<file path="src/rtl/pool_result_streamer.sv">
// Streams the pooling engine's output BRAM as a valid/ready byte stream with last-marking.
// Read issue is credit-limited so the small output FIFO absorbs BRAM latency under backpressure.
module pool_result_streamer #(
    parameter int unsigned OUTSIZE = 9,
    parameter int unsigned ADDR_W  = 16,
    parameter int unsigned RD_LAT  = 2,
    parameter int unsigned DEPTH   = 4
) (
    input  logic              clk,
    input  logic              rst,
    input  logic              arm,
    input  logic              pool_done,
    output logic [ADDR_W-1:0] infer_addr,
    input  logic [7:0]        infer_dout,
    output logic              m_valid,
    output logic [7:0]        m_data,
    output logic              m_last,
    input  logic              m_ready,
    output logic              busy,
    output logic              frame_done
);

    localparam int unsigned PTR_W = (DEPTH > 1) ? $clog2(DEPTH) : 1;
    localparam int unsigned CNT_W = $clog2(DEPTH + RD_LAT + 2);

    typedef enum logic [2:0] {
        StIdle,
        StWaitDone,
        StFetch,
        StDrain,
        StFinish
    } state_e;

    state_e state_q, state_d;

    logic [ADDR_W-1:0] issue_idx, out_idx;
    logic [RD_LAT-1:0] vld_sr;
    logic [7:0]        fifo_mem [DEPTH];
    logic [PTR_W-1:0]  wr_ptr, rd_ptr;
    logic [CNT_W-1:0]  fifo_count, inflight;
    logic              fetch_en, start_frame, issue, push, pop, credit_ok;

    function automatic logic [PTR_W-1:0] ptr_inc(input logic [PTR_W-1:0] p);
        return (p == PTR_W'(DEPTH - 1)) ? '0 : p + 1'b1;
    endfunction

    // State register
    always_ff @(posedge clk or posedge rst) begin
        if (rst) begin
            state_q <= StIdle;
        end else begin
            state_q <= state_d;
        end
    end

    // Next-state logic
    always_comb begin
        state_d = state_q;
        unique case (state_q)
            StIdle:     if (arm) state_d = StWaitDone;
            StWaitDone: if (pool_done) state_d = StFetch;
            StFetch:    if (issue_idx == ADDR_W'(OUTSIZE)) state_d = StDrain;
            StDrain:    if (pop && out_idx == ADDR_W'(OUTSIZE - 1)) state_d = StFinish;
            StFinish:   state_d = StIdle;
            default:    state_d = StIdle;
        endcase
    end

    // State-decoded outputs
    always_comb begin
        busy        = (state_q != StIdle);
        frame_done  = (state_q == StFinish);
        fetch_en    = (state_q == StFetch);
        start_frame = (state_q == StWaitDone) && pool_done;
    end

    // Reads still travelling through the engine pipeline hold a FIFO slot in reserve.
    always_comb begin
        inflight = '0;
        for (int i = 0; i < int'(RD_LAT); i++) begin
            inflight = inflight + CNT_W'(vld_sr[i]);
        end
    end

    assign credit_ok = (fifo_count + inflight + CNT_W'(1)) <= CNT_W'(DEPTH);
    assign issue     = fetch_en && (issue_idx < ADDR_W'(OUTSIZE)) && credit_ok;
    assign push      = vld_sr[RD_LAT-1];
    assign m_valid   = (fifo_count != '0);
    assign pop       = m_valid && m_ready;
    assign m_data    = fifo_mem[rd_ptr];
    assign m_last    = m_valid && (out_idx == ADDR_W'(OUTSIZE - 1));

    always_ff @(posedge clk or posedge rst) begin
        if (rst) begin
            issue_idx  <= '0;
            out_idx    <= '0;
            infer_addr <= '0;
            vld_sr     <= '0;
        end else begin
            vld_sr <= (vld_sr << 1) | RD_LAT'(issue);
            if (issue) begin
                infer_addr <= issue_idx;
            end
            if (start_frame) begin
                issue_idx <= '0;
                out_idx   <= '0;
            end else begin
                if (issue) issue_idx <= issue_idx + 1'b1;
                if (pop)   out_idx   <= out_idx + 1'b1;
            end
        end
    end

    // Push is unconditional: the issue credit check already guarantees a free slot.
    always_ff @(posedge clk or posedge rst) begin
        if (rst) begin
            wr_ptr     <= '0;
            rd_ptr     <= '0;
            fifo_count <= '0;
            for (int i = 0; i < int'(DEPTH); i++) begin
                fifo_mem[i] <= '0;
            end
        end else begin
            if (push) begin
                fifo_mem[wr_ptr] <= infer_dout;
                wr_ptr           <= ptr_inc(wr_ptr);
            end
            if (pop) begin
                rd_ptr <= ptr_inc(rd_ptr);
            end
            if (push && !pop) begin
                fifo_count <= fifo_count + CNT_W'(1);
            end else if (pop && !push) begin
                fifo_count <= fifo_count - CNT_W'(1);
            end
        end
    end

endmodule

</file>
<file path="config.mk">
export PLATFORM = sky130hd
export DESIGN_NAME = pool_result_streamer
export DESIGN_NICKNAME = d
export VERILOG_FILES = /design/src/rtl/pool_result_streamer.sv
export SDC_FILE = /design/constraint.sdc
export NUM_CORES = 1
export LEC_CHECK = 0
export CORE_MARGIN = 2
export CORE_UTILIZATION = 35
export CTS_BUF_LIST = sky130_fd_sc_hd__clkbuf_8
export DETAILED_ROUTE_END_ITERATION = 8
export PLACE_DENSITY_LB_ADDON = 0.3
export SLEW_MARGIN = 20
export SYNTH_ARGS = -nofsm -noshare
export SYNTH_HDL_FRONTEND = slang
export SYNTH_SLANG_ARGS = --single-unit
</file>
<file path="constraint.sdc">
create_clock -name clk -period 2.9 [get_ports clk]
set_input_delay 0.58 -clock clk [delete_from_list [all_inputs] [get_ports clk]]
set_output_delay 0.58 -clock clk [all_outputs]
set_load 0.1 [all_outputs]
</file>
Word-level counts from Yosys, hierarchy flattened
Cells that the tools add are included.
{"block": "word_totals", "ff_bits": 92, "inputBits": 13}
{"block": "classes", "n_addsub": 9, "order_cmp": 5, "eq_ne": 12, "n_mux": 19, "n_bitwise": 3, "n_reduce_logical": 18}
{"op": "$mux 16", "count": 4}
{"op": "$add 16x1->16 const B", "count": 2}
{"op": "$bwmux 32", "count": 1}
{"op": "$eq 16x4->1 const B", "count": 2}
{"op": "$mux 8", "count": 3}
{"op": "$mux 3", "count": 6}
{"op": "$bmux 8 s2", "count": 1}
{"op": "$demux 8 s2", "count": 1}
{"op": "$lt 16x4->1 const B", "count": 1}
{"op": "$pmux 3 s4", "count": 1}
{"op": "$logic_and 1x1->1", "count": 9}
{"op": "$add 3x1->3 const B", "count": 2}
{"op": "$eq 3x2->1 const B", "count": 2}
{"op": "$ge 3x3->1 const B", "count": 2}
{"op": "$ne 2x2->1 const B", "count": 3}
{"op": "$not 2->3", "count": 2}
{"op": "$reduce_bool 2->1", "count": 3}
{"op": "$reduce_bool 3->1", "count": 2}
{"op": "$add 2x1->2 const B", "count": 2}
{"op": "$eq 2x2->1 const B", "count": 2}
{"op": "$mux 2", "count": 2}
{"op": "$reduce_and 4->1", "count": 1}
{"op": "$add 3x2->3", "count": 1}
{"op": "$eq 3x1->1 const B", "count": 1}
{"op": "other kinds (9)", "count": 10}

Longest topological paths before layout
{"block": "depth", "word_depth": 7, "mapped_depth": 11}

Worst setup path after synthesis
Ideal clock, no wire load.
{"block": "synth_timing", "path_kind": "flip-flop to output port", "start": "register state_q[2]", "end": "output frame_done", "arrival_ns": 2.759, "required_time_ns": 2.320, "slack_ns": -0.439, "path_stages_with_launch": 3, "n_path_buf": 1, "cell_sequence": "dfrtp_1 clkbuf_1 nor3b_1"}
{"block": "synth_via", "elab_chain_len": 1}
{"item": "from (decl)", "line": "34", "text": "state_e state_q, state_d;"}
{"item": "from (signal assigned)", "line": "50", "text": "state_q <= StIdle;"}
{"item": "from (signal assigned)", "line": "52", "text": "state_q <= state_d;"}
{"item": "$eq 3x3->1", "line": "72", "text": "frame_done = (state_q == StFinish);"}
{"item": "to (decl)", "line": "20", "text": "output logic frame_done"}
Every way passes these cells.

Worst setup path after layout
{"block": "layout_timing", "start": "register fifo_count[0]", "end": "register infer_addr[3]"}
{"block": "layout_via", "elab_chain_len": 4}
{"item": "from (decl)", "line": "40", "text": "logic [CNT_W-1:0] fifo_count, inflight;"}
{"item": "from (signal assigned)", "line": "132", "text": "fifo_count <= fifo_count + CNT_W'(1);"}
{"item": "from (signal assigned)", "line": "134", "text": "fifo_count <= fifo_count - CNT_W'(1);"}
{"item": "$add 3x2->3", "line": "85", "text": "assign credit_ok = (fifo_count + inflight + CNT_W'(1)) <= CNT_W'(DEPTH);"}
{"item": "$add 3x1->3", "line": "85"}
{"item": "$le 3x3->1", "line": "85"}
{"item": "$logic_and 1x1->1", "line": "86", "text": "assign issue = fetch_en && (issue_idx < ADDR_W'(OUTSIZE)) && credit_ok;"}
{"item": "to (signal assigned)", "line": "102", "text": "infer_addr <= issue_idx;"}
{"item": "to (decl)", "line": "13", "text": "output logic [ADDR_W-1:0] infer_addr,"}
Every way passes these cells.
A chain may end at the register's enable or synchronous reset.

==> results.yml <==
layout:
  final_cell_mix: "dfrtp_1, mux2_2, buf_4"
  n_antenna_cell: 0
  syn_to_final_growth_pct: 17.87
  num-fill-cells: 1073
  final_common_cell: "dfrtp_1"
  layout-drive-gt1-share_pct: 27.39
  regArea_um2: 2302
  fin_nets: 410
  multi_input_area_um2: 1742
synthesis:
  synth-edff-count: 0
  synth_cell_types: 43
  synthArstFlopShare_pct: 100.0
  synth_cells: 336
  synth_nets: 364
  synth_area_um2: 4144
  synth_seq_cells: 92
  ys.warnings.count: 0
  syn_avg_cell_area_um2: 12.33
  synth-main-ff-cell: "dfrtp_1"
  seq_area_frac_synth_pct: 55.56
placement:
  dp_hpwl_um: 5071
  gp_congestion: 0.7259
  port-buffer-count: 40
cts:
  root_buffer: "clkbuf_8"
  cts.sinks: 92
  clk_latency_ps: 360
  cts_made_buffers: 9
  postCtsSetupRepairBufs: 0
  path_clk_slew_ps: 90
  cts_tree: "built"
  cts_hold_repair.buffers: 0
  cts_resized: 0
  cts_htree_levels: 3
  cts_buffer_depth: 2
detailed_routing:
  wl_per_cell_um: 14.32
  first_pass_iters: 4
  drcViolationCount: 0
  via_per_inst: 4.926
  postRouteAntennaNets: 0
  drt_iter0_drc: 113
  routed_wl_um: 7589
  vias: 2611
flow_run:
  maxCapViolations: 0
pwr:
  switchingPower_w: 0.002581
  intPower_w: 0.003045
  ir_drop_mv: 0.7713
  seqPwrFrac_pct: 36.6
  p_clk_share_pct: 15.5
  leakagePower_nw: 2.215
  pwr_density_cell_nw_per_um2: 1152
  switching_share_pct: 45.88
  power_w: 0.005626
  combPwrFrac_pct: 47.9
sta:
  grt_setup_unrepaired: "false"
  relSlewSlack_pct: 54.32
  fmax_ghz: 0.3863
  fin_tns_setup_ps: 0
  setup_violations: 0
  period_needed_ps: 2588
  hold_viol_final: 0
  clock_skew_ps: 10.47
  tightest_slew_ps: 667.9
  fin_crit_sh_pct: 89.25
  drv_slew: 0
die:
  die_w_um: 112.8
  initial_utilization_pct: 36.14
  die_height_um: 112.8
  ios: 41
  coreArea_um2: 11470
  die_area_um2: 12730
  row_count: 39
global_route:
  grt_remaining_overflow: 0
  antenna_found_initial: 0
  grt_max_degree: 83
  grtUsageTotal_pct: 13.11
  grt_pass1_vias: 2719
  grt_pass1_wl_um: 13200
critical_path:
  r2r-start: "fifo_count[0]"
  crit_path_max_incr_delay_ps: 490
  critPathCaptureType: "flop"
  crit_top_cell: "inv_1"
  crit_type: "reg2reg"
  critical_path_peak_fanout: 20
  crit_slowest_cell: "dfrtp_1"
  cp.arrival_ps: 2840
  crit_chain: "inv_1 -> ha_1 -> inv_1 -> ha_1 -> inv_1 -> fa_1 -> inv_1 -> o21ai_0 -> nand3_1 -> buf_4 -> mux2_2"
  cp_data_required_time_ps: 3160
  startpoint_type: "flop"
  startpoint: "fifo_count[0]"
hold_path:
  hp-class: "reg2reg"
  worstHoldStart: "vld_sr[0]"
outcome:
  status: "finished clean"
## flip-flops by register name (all words and copies together) (netlist names)
register and cells:
out_idx 16, rd_ptr 2, state_q 3, wr_ptr 2, fifo_mem 32, vld_sr 2
issue_idx 16, infer_addr 16, fifo_count 3
## kinds of logic after synthesis
| family | after synthesis | share of synthesized area [%] |
|---|---|---|
| AND/OR/NAND/NOR | 112 | 14.64 |
| flip-flops | 92 | 55.56 |
| multiplexers | 48 | 15.16 |
| buffers and inverters | 29 | 2.717 |
| AO/OA/AOI/OAI | 27 | 4.288 |
| adder cells (fa/ha/maj) | 15 | 4.891 |
| XOR/XNOR | 13 | 2.748 |
## power by group through the flow
stage	clock, W	combinational [W]	sequential [W]
2_1_floorplan	0	0.00213	0.00210
3_3_place_gp	0	0.00268	0.00206
3_5_place_dp	0	0.00272	0.00208
4_1_cts	0.000907	0.00273	0.00206
5_1_grt	0.000961	0.00289	0.00213
6_report	0.000873	0.00270	0.00206
## stage by stage
step	hold slack [ps]	area, µm²	utilization [%]	worst slack (ps)	std cells
floorplan	353.7	4155	-	53.92	336
global placement	362.5	4677	40.79	341.8	514
detailed placement	370.2	4677	40.79	284.6	514
CTS	391.8	4880	42.55	266.1	530
global route	410.6	4885	42.60	133.6	530
finish	387.2	4885	42.60	311.7	530
## Yosys cell counts (all sizes together), types with 2 or more instances
cell type,count,share of area [%]
a21oi,8,0.97
a31o,2,0.42
a31oi,2,0.30
a41o,2,0.48
and2,24,3.6
and3,2,0.33
buf,4,0.45
clkbuf,7,0.63
dfrtp,92,56
fa,2,0.97
ha,13,3.9
inv,18,1.6
mux2,38,10
mux2i,2,0.48
mux4,8,4.3
nand2,24,2.2
nand2b,2,0.30
nand3,10,1.2
nand4,2,0.66
nor2,18,1.6
nor3,9,1.1
nor4,8,1.2
nor4b,2,0.42
o21ai,6,0.72
or2,2,0.30
or3,6,1.0
xnor2,7,1.5
xor2,6,1.3
## metal layers
layer  track usage, %  share of wire, %
met3            3.482               3.0
met1            16.81                47
met4            4.878               1.5
met5                0                 0
met2            21.44                48
## layout make-up
class                           instances  area share, %
Sequential cell                        92          47.13
Multi-Input combinational cell        215          35.66
Timing Repair Buffer                   46          7.941
Tap cell                              143          3.663
Clock buffer                           10          2.818
Inverter                               18          1.460
Clock inverter                          6          1.332
## worst max-delay path: cells and delay by family, from the launching register on
family	cells	cell delay, ps
AND/OR/NAND/NOR	1	120
multiplexers	1	280
adder cells (fa/ha/maj)	3	860
flip-flops	1	490
AO/OA/AOI/OAI	1	290
buffers and inverters	5	420
## path summary, 6_finish.rpt
path | to | slack, ps | cells past startpoint
max reg2reg | infer_addr[3] | 310 | 11
min reg2reg | vld_sr[1] | 390 | 0
min in group asynchronous | fifo_mem[28] | 510 | 2
max | infer_addr[3] | 310 | 11
max in group asynchronous | out_idx[4] | 1700 | 3
min | vld_sr[1] | 390 | 0
No activity file was read; power rests on OpenSTA's default activity.
